`src/rtl/shift_seq_unit.sv`:
```
// Multi-cycle shift unit for the ALU shift path: latches an operand and applies
// one 1-bit SLL/SRA stage per cycle, shamt times, using a start/busy/result_ready handshake.
module shift_seq_unit #(
  parameter int WIDTH   = 32,
  parameter int SHAMT_W = 5
) (
  input  logic               clock,
  input  logic               reset,
  input  logic               start,
  input  logic [WIDTH-1:0]   data_in,
  input  logic [SHAMT_W-1:0] shamt,
  input  logic               lr_shift,
  output logic [WIDTH-1:0]   result,
  output logic               busy,
  output logic               result_ready
);

  localparam logic [0:0] IDLE  = 1'b0;
  localparam logic [0:0] SHIFT = 1'b1;

  logic [0:0]         state;
  logic [WIDTH-1:0]   op_reg;
  logic [SHAMT_W-1:0] cnt;
  logic               dir;

  // result_ready defaults low each edge so a completion yields a single-cycle pulse;
  // the completion edge returns to IDLE so a start in the ready cycle is accepted at once.
  always_ff @(posedge clock) begin
    if (reset) begin
      state        <= IDLE;
      op_reg       <= '0;
      cnt          <= '0;
      dir          <= 1'b0;
      result       <= '0;
      result_ready <= 1'b0;
    end else begin
      result_ready <= 1'b0;
      case (state)
        IDLE: begin
          if (start) begin
            op_reg <= data_in;
            cnt    <= shamt;
            dir    <= lr_shift;
            state  <= SHIFT;
          end
        end
        SHIFT: begin
          if (cnt != '0) begin
            op_reg <= dir ? {op_reg[WIDTH-1], op_reg[WIDTH-1:1]}
                          : {op_reg[WIDTH-2:0], 1'b0};
            cnt    <= cnt - 1'b1;
          end else begin
            result       <= op_reg;
            result_ready <= 1'b1;
            state        <= IDLE;
          end
        end
        default: state <= IDLE;
      endcase
    end
  end

  assign busy = (state == SHIFT);

endmodule
```
`config.mk`:
```
export PLATFORM = sky130hd
export DESIGN_NAME = shift_seq_unit
export DESIGN_NICKNAME = d
export VERILOG_FILES = /design/src/rtl/shift_seq_unit.sv
export SDC_FILE = /design/constraint.sdc
export NUM_CORES = 1
export LEC_CHECK = 0
export CAP_MARGIN = 20
export CORE_AREA = 2 2 83 85
export CTS_CLUSTER_DIAMETER = 40
export CTS_CLUSTER_SIZE = 8
export DETAILED_ROUTE_END_ITERATION = 10
export DIE_AREA = 0 0 85 87
export GPL_TIMING_DRIVEN = 0
export PLACE_DENSITY = 0.82
export RECOVER_POWER = 100
export SKIP_CTS_REPAIR_TIMING = 1
export SYNTH_ARGS = -nofsm -noshare
export SYNTH_HDL_FRONTEND = slang
export SYNTH_SLANG_ARGS = --single-unit
```
`constraint.sdc`:
```
create_clock -name clock -period 3.85 [get_ports clock]
set_clock_uncertainty 0.2 [all_clocks]
set_input_delay 0.385 -clock clock [delete_from_list [all_inputs] [get_ports clock]]
set_output_delay 0.385 -clock clock [all_outputs]
set_load 0.03 [all_outputs]
```
==> flow_summary.toml <==
[power]
p_leak_nw = 1.84
powerDensity_nw_per_um2 = 450
p_sw_w = 0.000597
vdd_drop_max_mv = 0.276
p_sw_frac = 0.299
comb_power_share = 0.222
power_frac_seq = 0.445
intPower_w = 0.00140
clkPwrFrac = 0.332

[clock_tree]
root_buffer = "clkbuf_8"
clock-sinks = 72
path_clk_slew_ns = 0.08
clk_latency_ns = 0.35
cts_inserted_buffers = 9
htree_levels = 3
tritoncts = "yes"
cts_buffer_depth = 2

[floorplan]
dieArea_um2 = 7400
fp.dieH_um = 87
ios = 75
start_util = 0.528
placementRows = 30
fp.dieW_um = 85
core_area_um2 = 6570

[final_layout]
design_area_um2 = 4440
nets = 458
drive_gt1_frac = 0.0760
fill_cells = 531
antenna_cells = 0
area_delta_synth_final_pct = 27.8

[detailed_routing]
drcViolationCount = 0
drtPass1Iterations = 4
ant_nets = 0
first_iter_violations = 96
drt_wl_total_mm = 8.27
num_vias = 2819
wl_per_cell_um = 16.5
vias_per_cell = 5.63

[setup_path]
critical_path_class = "flip-flop to flip-flop"
critPathMaxFanout = 10
cp.required_ns = 3.91
crit_path_start_kind = "flip-flop"
arrival_ns = 2.50
cp-end-kind = "flip-flop"

[global_routing]
grt_first_pass_wirelength_mm = 13.5
grt_overflow_total = 0
grt_pass1_vias = 2796
grt_max_degree = 14
grt_antenna_before_repair = 0
grt_util_all_layers = 0.227

[placed_design]
dpl-instance-area_um2 = 4300
place_hpwl_mm = 5.77
portBuffers = 73
place.gp.congestion = 0.812

[sta]
worst_pin_slew_ns = 0.883
slew_headroom = 0.407
rsz0062_at_grt = "false"
drv_slew = 0
fin_crit_ns = 2.44
clock.fmax_mhz = 410
hold_viol_final = 0
hold_slack_ns = 0.276
finalSetupTns_ns = 0
setup_viol = 0
period_share = 0.633

[job]
drv_cap = 0

[yosys]
synthAdderAreaFrac = 0.00360
avgSynthCellArea_um2 = 10.5
synth_top_family_by_area = "compound AO/OA/AOI/OAI gates"
yosysMostFrequentCell = "dfxtp_1"
synth_seq_cells = 72
syn_inst = 332
synthMuxAreaShare = 0.189
netlist.area_leader.share = 0.415
yosys_warnings = 0
syn-num-nets = 374
synth_compound_area_frac = 0.195
synth-xor-area-share = 0
synth_area_leaders = "dfxtp_1 (42%), mux2i_1 (18%), a22o_1 (8.1%), a211o_1 (7.6%), nand2b_1 (6.3%)"
synth_top_area_cell = "dfxtp_1"
synth_commonest_cells = "dfxtp_1 (72), mux2i_1 (62), nand2b_1 (35)"
async_flop_share = 0
synth-edff-count = 0
yosysSeqAreaShare = 0.415
yosys.area_share.simple = 0.133
synth_cell_types = 35
netlist_area_um2 = 3470
synth_ff_type = "dfxtp_1"

[run_status]
status = "complete, no violations"

[min_path]
hp-class = "flip-flop to flip-flop"
-- power groups by stage --
stage	clock (W)	combinational [W]	sequential [W]
final	0.000664	0.000444	0.000889
after global routing	0.000701	0.000481	0.000898
after global placement	0	0.000460	0.000903
after floorplan	0	0.000307	0.000915
after CTS	0.000664	0.000475	0.000889
after detailed placement	0	0.000471	0.000906
-- layout by cell type (no fill, tap or decap), types with 3 or more instances in the layout --
cell type        count
dfxtp_1             72
clkbuf_1            17
clkdlybuf4s50_1     38
inv_1                3
nor2_1              34
a211o_1             30
mux2i_1             62
dlygate4sd3_1       35
mux2_2               3
clkbuf_8             9
a21oi_1              5
nor2b_1              4
a22o_1              32
buf_4                6
nand2b_1            35
buf_6                4
-- layout make-up --
class / count / area, um^2 / share of cell area
Buffer: 29 / 164 / 0.0370
Clock buffer: 9 / 124 / 0.0279
Clock inverter: 7 / 93.8 / 0.0212
Inverter: 3 / 11.3 / 0.00254
Multi-Input combinational cell: 228 / 1770 / 0.399
Sequential cell: 72 / 1440 / 0.325
Tap cell: 80 / 100 / 0.0226
Timing Repair Buffer: 73 / 731 / 0.165
-- metrics by stage --
| stage | power, W | util | std cells | setup WS [ns] |
|---|---|---|---|---|
| after detailed placement | 0.00138 | 0.655 | 485 | 1.80 |
| after global placement | 0.00136 | 0.655 | 485 | 1.81 |
| after CTS | 0.00203 | 0.688 | 501 | 1.78 |
| final | 0.00200 | 0.675 | 501 | 1.41 |
| after global routing | 0.00208 | 0.675 | 501 | 1.24 |
| after floorplan | 0.00122 | - | 332 | 2.05 |
-- layer usage --
metal	track usage	vias up	wire, um
met1	0.293	1363	3890
met2	0.371	67	3960
met3	0.0559	6	351
met4	0.0779	0	61
li1	-	1383	-
met5	0	-	0
-- critical path: stages, from the launching register on --
cell	delay, ns
dfxtp_1	0.33
inv_1	0.08
ha_1	0.21
nand4bb_2	0.15
o22ai_1	0.48
clkbuf_1	0.64
mux2i_1	0.26
-- path summary, 6_finish.rpt --
| path | from | to | slack, ns | depth (start not counted) |
|---|---|---|---|---|
| max reg2reg | cnt[0] | op_reg[30] | 1.41 | 6 |
| min reg2reg | result[14] | result[14] | 0.28 | 1 |
| min | result[14] | result[14] | 0.28 | 1 |
| max | cnt[0] | op_reg[30] | 1.41 | 6 |
-- logic make-up after synthesis --
| family | Yosys count |
|---|---|
| compound gates | 78 |
| simple gates | 84 |
| mux | 65 |
| fa+ha+maj | 1 |
| buf+inv | 32 |
| flops | 72 |
No activity file was read; power rests on OpenSTA's default activity.
